`config.mk`:
```
export PLATFORM = sky130hd
export DESIGN_NAME = wb_arbiter
export DESIGN_NICKNAME = d
export VERILOG_FILES = /design/src/rtl/wb_arbiter.sv
export SDC_FILE = /design/constraint.sdc
export NUM_CORES = 1
export LEC_CHECK = 0
export CELL_PAD_IN_SITES_DETAIL_PLACEMENT = 1
export CELL_PAD_IN_SITES_GLOBAL_PLACEMENT = 1
export CORE_MARGIN = 5
export CORE_UTILIZATION = 25
export DETAILED_ROUTE_END_ITERATION = 10
export PLACE_DENSITY = 0.82
export RECOVER_POWER = 100
export SETUP_SLACK_MARGIN = 0.3
export SLEW_MARGIN = 30
export SYNTH_ARGS = -nofsm -noshare
export SYNTH_HDL_FRONTEND = slang
export SYNTH_SLANG_ARGS = --single-unit
```
`constraint.sdc`:
```
create_clock -name clk -period 3.48 [get_ports clk]
set_input_delay 0.87 -clock clk [delete_from_list [all_inputs] [get_ports clk]]
set_output_delay 0.87 -clock clk [all_outputs]
set_load 0.05 [all_outputs]
```
`src/rtl/wb_arbiter.sv`:
```
// Writeback arbiter: picks one of MEM/MUL/ALU per cycle for the single
// register-file write port, with wait counters that promote a source that
// has been passed over too long. The registered winner doubles as the
// forwarding bus.

package PARAMS_pkg;
    parameter int WD_SIZE        = 32;
    parameter int INSTR_REG_BITS = 5;
endpackage

module wb_arbiter #(
    parameter int STARVE_LIMIT   = 4,
    parameter int CNT_BITS       = 3,
    parameter int WD_SIZE        = PARAMS_pkg::WD_SIZE,
    parameter int INSTR_REG_BITS = PARAMS_pkg::INSTR_REG_BITS
) (
    input  logic                      clk,
    input  logic                      reset,
    input  logic                      flush,
    input  logic                      mem_valid,
    input  logic [INSTR_REG_BITS-1:0] mem_rd,
    input  logic [WD_SIZE-1:0]        mem_data,
    output logic                      mem_ready,
    input  logic                      mul_valid,
    input  logic [INSTR_REG_BITS-1:0] mul_rd,
    input  logic [WD_SIZE-1:0]        mul_data,
    output logic                      mul_ready,
    input  logic                      alu_valid,
    input  logic [INSTR_REG_BITS-1:0] alu_rd,
    input  logic [WD_SIZE-1:0]        alu_data,
    output logic                      alu_ready,
    output logic [INSTR_REG_BITS-1:0] wr_rd,
    output logic [WD_SIZE-1:0]        wr_data,
    output logic                      fwd_valid,
    output logic [INSTR_REG_BITS-1:0] fwd_rd,
    output logic [WD_SIZE-1:0]        fwd_data
);

    // Counters must be able to hold the promotion threshold.
    if ((1 << CNT_BITS) <= STARVE_LIMIT) begin : g_bad_cnt_bits
        $error("CNT_BITS too small for STARVE_LIMIT");
    end

    localparam logic [CNT_BITS-1:0] LIMIT = CNT_BITS'(STARVE_LIMIT);

    // Index 0 = MEM, 1 = MUL, 2 = ALU; index order is also base priority.
    logic [2:0]                          valid;
    logic [2:0][INSTR_REG_BITS-1:0]      rd;
    logic [2:0][WD_SIZE-1:0]             data;
    logic [2:0]                          rd_zero;
    logic [2:0]                          cand;
    logic [2:0]                          starved;
    logic [2:0]                          grant;
    logic                                block;
    logic [CNT_BITS-1:0]                 cnt [3];
    logic [INSTR_REG_BITS-1:0]           sel_rd;
    logic [WD_SIZE-1:0]                  sel_data;

    assign valid = {alu_valid, mul_valid, mem_valid};
    assign rd    = {alu_rd, mul_rd, mem_rd};
    assign data  = {alu_data, mul_data, mem_data};
    assign block = reset | flush;

    // Classify each source: rd==0 bypass, write candidate, starved candidate.
    always_comb begin
        for (int i = 0; i < 3; i++) begin
            rd_zero[i] = (rd[i] == '0);
            cand[i]    = valid[i] & ~rd_zero[i];
            starved[i] = cand[i] & (cnt[i] == LIMIT);
        end
    end

    // Starved candidates outrank everything; within a class, MEM > MUL > ALU.
    always_comb begin
        grant = 3'b000;
        if (!block) begin
            if (|starved) begin
                if (starved[0])      grant = 3'b001;
                else if (starved[1]) grant = 3'b010;
                else                 grant = 3'b100;
            end else begin
                if (cand[0])         grant = 3'b001;
                else if (cand[1])    grant = 3'b010;
                else if (cand[2])    grant = 3'b100;
            end
        end
    end

    // rd==0 results are simply drained; real writes need the grant.
    assign mem_ready = ~block & valid[0] & (rd_zero[0] | grant[0]);
    assign mul_ready = ~block & valid[1] & (rd_zero[1] | grant[1]);
    assign alu_ready = ~block & valid[2] & (rd_zero[2] | grant[2]);

    // Mux the granted result; zeros when nobody wins so the slot reads as idle.
    always_comb begin
        sel_rd   = '0;
        sel_data = '0;
        for (int i = 0; i < 3; i++) begin
            if (grant[i]) begin
                sel_rd   = rd[i];
                sel_data = data[i];
            end
        end
    end

    // Per-source wait counters, saturating at the promotion threshold.
    always_ff @(posedge clk) begin
        for (int i = 0; i < 3; i++) begin
            if (block || grant[i] || !cand[i]) begin
                cnt[i] <= '0;
            end else if (cnt[i] != LIMIT) begin
                cnt[i] <= cnt[i] + CNT_BITS'(1);
            end
        end
    end

    // Output register feeding both the register file and the bypass network.
    always_ff @(posedge clk) begin
        if (reset) begin
            wr_rd     <= '0;
            wr_data   <= '0;
            fwd_valid <= 1'b0;
        end else begin
            wr_rd     <= sel_rd;
            wr_data   <= sel_data;
            fwd_valid <= |grant;
        end
    end

    assign fwd_rd   = wr_rd;
    assign fwd_data = wr_data;

endmodule

```
* Yosys cells after proc, flatten, opt, wreduce, memory -nomap -nowiden
Memories as Yosys holds them, arrays and structs flattened.
Index checks and enable logic that the tools add are counted.
** Storage, ports and cells
- Bits in registers :: 38
- Memory bits (writable) :: 9
- Input bits :: 117
- Output and inout port bits :: 78
- Logic and storage cells :: 81
- Memories :: 1
** Memory list
- cnt :: words 3, bits a word 3, rd ports 3, clocked after memory_dff 0, write ports 3, RTL line 55 : logic [CNT_BITS-1:0] cnt [3];
** Cells by class
- Add/sub/neg operators :: 3
- Eq/ne operators :: 6
- Muxes and demuxes :: 31
- Bitwise logic cells :: 23
- Reductions and logical operators :: 14
** Operators by type and width (number)
- $mux 32 :: 3
- $mux 3 :: 10
- $logic_not 5->1 :: 3
- $mux 1 :: 15
- $mux 5 :: 3
- $and 1x1->1 :: 12
- $add 3x1->3 const B :: 3
- $eq 3x3->1 const B :: 3
- $ne 3x3->1 const B :: 3
- $or 1x1->1 :: 7
- $logic_or 1x1->1 :: 6
- $reduce_or 3->1 :: 2
- $not 1->1 :: 4
- $logic_not 1->1 :: 3

* Depth between registers and ports, before layout
- Word-level depth :: 13
- Gate-level depth with buffers :: 9
- Mapped depth without buffers :: 6

* Worst setup path before layout
No wires, ideal clock.
- Path type :: input to output
- Start point :: input alu_rd[1]
- End point :: output mem_ready
- Arrival time :: 3019 ps
- Required time :: 2610 ps
- Setup slack :: -409 ps
- Stages on the path :: 5
- Path buffers :: 1
- Path through :: or4_1 > buf_2 > o21ai_0 > a21boi_0 > a211oi_1
** Between the ends
- Longest elaborated chain between the ends :: 9
** RTL lines
- from (decl) :: RTL line 29 : input logic [INSTR_REG_BITS-1:0] alu_rd,
- $logic_not 5->1 :: RTL line 67 : rd_zero[i] = (rd[i] == '0);
- $not 1->1 :: RTL line 68 : cand[i] = valid[i] & ~rd_zero[i];
- $and 1x1->1 :: RTL line 68
- $and 1x1->1 :: RTL line 69 : starved[i] = cand[i] & (cnt[i] == LIMIT);
- $reduce_or 3->1 :: RTL line 77 : if (|starved) begin
- $mux 3 :: RTL line 77
- $mux 3 :: RTL line 76 : if (!block) begin
- $or 1x1->1 :: RTL line 90 : assign mem_ready = ~block & valid[0] & (rd_zero[0] | grant[0]);
- $and 1x1->1 :: RTL line 90
- to (decl) :: RTL line 23 : output logic mem_ready,
Every way passes these cells.

* Worst setup path after layout
- Start point :: input mul_rd[1]
- End point :: output alu_ready
** Between the ends
- Longest elaborated chain between the ends :: 10
- Elaborated cells on any way between the ends :: 13
- Classes of those cells :: mux: 6; bitwise: 5; reduce/logical: 2
** RTL lines
- from (decl) :: RTL line 25 : input logic [INSTR_REG_BITS-1:0] mul_rd,
- $logic_not 5->1 (*) :: RTL line 67
- $not 1->1 (*) :: RTL line 68
- $and 1x1->1 (*) :: RTL line 68
- $and 1x1->1 :: RTL line 69
- $mux 3 :: RTL line 79 : else if (starved[1]) grant = 3'b010;
- $mux 3 :: RTL line 78 : if (starved[0]) grant = 3'b001;
- $mux 3 (*) :: RTL line 77
- $mux 3 (*) :: RTL line 76
- $or 1x1->1 (*) :: RTL line 92 : assign alu_ready = ~block & valid[2] & (rd_zero[2] | grant[2]);
- $and 1x1->1 (*) :: RTL line 92
- to (decl) :: RTL line 31 : output logic alu_ready,
Every way passes the cells marked *; elsewhere a longest branch is shown, timed or not.

==> impl_metrics.env <==
export IMPL_status="finished, final reports clean"
export IMPL_core_um2=10900
export IMPL_cp_top_family="simple AND/OR/NAND/NOR gates"
export IMPL_synth_warnings=0
export IMPL_grt_max_degree=40
export IMPL_async_flop_share=0
export IMPL_period_minus_slack_ns=3.27
export IMPL_critical_path_slowest_cell="or4_1"
export IMPL_remaining_drc_errors=0
export IMPL_die_w_um=115
export IMPL_slew_headroom=0.409
export IMPL_end_kind="primary output"
export IMPL_antenna_found_initial=0
export IMPL_yosysMostFrequentCell="dfxtp_1"
export IMPL_p_leak_nw=1.99
export IMPL_htreeDepth=2
export IMPL_combinationalPowerShare=0.323
export IMPL_initial_core_util=0.255
export IMPL_power_net_switching_w=0.000466
export IMPL_cp_num_buf_inv=2
export IMPL_gp_congestion=0.799
export IMPL_ant_nets=0
export IMPL_ys_seq_area_frac=0.371
export IMPL_dr_pass1_iters=4
export IMPL_max_cap_violations=0
export IMPL_cts_inserted_buffers=5
export IMPL_cp_depth=6
export IMPL_routedWlPerCell_um=21.5
export IMPL_setup_viol=0
export IMPL_synth_simple_gate_area_frac=0.198
export IMPL_synthXorXnorAreaFrac=0.00946
export IMPL_grt_ovfl_total=0
export IMPL_vias=3072
export IMPL_num_rows=38
export IMPL_finalHoldViolCount=0
export IMPL_rsz0062_at_grt="yes"
export IMPL_wl_mm=12.6
export IMPL_cts_sinks=47
export IMPL_layout_drive_gt1_share=0.126
export IMPL_yosys_register_bits=47
export IMPL_cts_buffer_depth=2
export IMPL_cts_root_buf="clkbuf_8"
export IMPL_p_per_area_nw_per_um2=304
export IMPL_sequentialPowerShare=0.396
export IMPL_antenna_cells=0
export IMPL_final_max_slew_viol_count=0
export IMPL_yosys_most_used_dff="dfxtp_1"
export IMPL_worst_endpoint_required_ns=2.61
export IMPL_dp_slack_ns=-0.152
export IMPL_vdd_drop_max_mv=0.138
export IMPL_fin_skew_ns=0.00844
export IMPL_ios=195
export IMPL_nNetsFinal=568
export IMPL_synthMuxAreaShare=0
export IMPL_grt_pass1_vias=3276
export IMPL_synth_common_cells="dfxtp_1, buf_4, nor4b_1"
export IMPL_area_growth_syn_to_layout_pct=76.0
export IMPL_crit_arrival_ns=2.40
export IMPL_clkTransAtPathRegs_ns=0.09
export IMPL_synth_compound_area_share=0.227
export IMPL_cts_tree="built"
export IMPL_grt_usage=0.181
export IMPL_viasPerCell=5.24
export IMPL_synth_edff_count=9
export IMPL_slowest_delay_ns=0.63
export IMPL_syn_avg_cell_area_um2=10.0
export IMPL_synth_top_family_by_area="compound AO/OA/AOI/OAI gates"
export IMPL_worstSetupStartpointType="primary input"
export IMPL_synthCells=277
export IMPL_ys_types=42
export IMPL_tightest_slew_ns=0.886
export IMPL_yosys_area_share_adder=0.0270
export IMPL_switching_share=0.314
export IMPL_max_freq_mhz=306
export IMPL_hold_ws_ns=0.613
export IMPL_total_power_w=0.00149
export IMPL_worstSkewPairLatency_ns=0.30
export IMPL_post_route_util=0.449
export IMPL_crit_type="primary input to primary output"
export IMPL_grt_pass1_wl_mm=18.8
export IMPL_synth_top_cell_by_area="dfxtp_1"
export IMPL_layout_setup_ws_ns=0.208
export IMPL_p_int_w=0.00102
export IMPL_port_buffer_count=194
export IMPL_r2r_cells=8
export IMPL_holdPathStages=1
export IMPL_synth_area_um2=2780
export IMPL_dp_final_hpwl_mm=9.85
export IMPL_yosysTopAreaCellShare=0.274
export IMPL_crit_path_cell_trace="clkbuf_1, or4_1, o221a_2, nor2_1, o211a_4, buf_12"
export IMPL_finalCritPeriodShare=0.940
export IMPL_drt_iter0_drc=254
export IMPL_pwr_share_clk=0.281
export IMPL_die_area_um2=13300
export IMPL_ys_top_cells_by_area="dfxtp_1, a221o_1, buf_4"
export IMPL_hp_class="flop to flop"
export IMPL_die_height_um=115
export IMPL_path_max_fanout=3
[power by group through the flow]
stage	clock network (W)	logic [W]	registers, W
global placement	0	0.000490	0.000602
finish	0.000417	0.000480	0.000588
global route	0.000455	0.000499	0.000592
CTS	0.000432	0.000498	0.000591
detailed placement	0	0.000497	0.000604
floorplan	0	0.000190	0.000674
[stage by stage]
stage	std cells	area [um^2]	setup TNS (ns)
after floorplan	279	2830	0
after global placement	572	4750	-0.233
after detailed placement	572	4750	-0.367
after CTS	583	4900	0
after global routing	586	4890	0
final	586	4890	0
[final timing paths]
| path | start | slack [ns] | to |
|---|---|---|---|
| worst max-delay path | mul_rd[1] | 0.21 | alu_ready |
| worst min-delay path | cnt[2][0] | 0.61 | cnt[2][0] |
| worst max register to register | cnt[1][0] | 0.62 | fwd_valid |
| worst min register to register | cnt[2][0] | 0.61 | cnt[2][0] |
[state kept, by name (all words and copies together), names as in the netlist]
register   flops
fwd_valid      1
fwd_data      32
cnt            9
fwd_rd         5
[placed cells by master, fill, tap and decap left out, types with 5 or more instances in the layout]
master / n
ha_1: 6
clkbuf_8: 5
nand4_1: 10
dlygate4sd3_1: 76
o2111ai_1: 11
buf_4: 25
a221o_1: 28
nor4_1: 10
clkbuf_1: 5
edfxtp_1: 9
a311oi_1: 9
nor4b_1: 29
nor2_1: 8
dfxtp_1: 38
clkdlybuf4s50_1: 101
inv_1: 9
[routing by layer]
metal,part of all wire,wire length (um),vias up,track usage
met1,0.37,4630,1512,0.199
met4,0.023,291,0,0.0540
met5,0,0,-,0
met3,0.068,863,22,0.0376
met2,0.54,6830,136,0.347
li1,-,-,1402,-
[timing repair]
item                       CTS  global route
pin swaps                    8            10
setup endpoints to repair    4             3
buffers inserted             3             3
gates resized for setup     42             6
hold buffers                 0             0
[cell families after synthesis]
family | count (synthesis)
flip-flops | 47
adder cells (fa/ha/maj) | 6
buffers and inverters | 75
AND/OR/NAND/NOR | 78
other | 1
XOR/XNOR | 3
AO/OA/AOI/OAI | 67
[area by class of cell]
class                      instances  area (um^2)
inverter                          10         37.5
fill                            1217         6000
clock buffer                       8          123
multi-input combinational        157         1340
sequential                        47         1030
timing repair buffer             224         2180
tap                              140          175
Note: power is estimated with default switching activity, not from simulation.
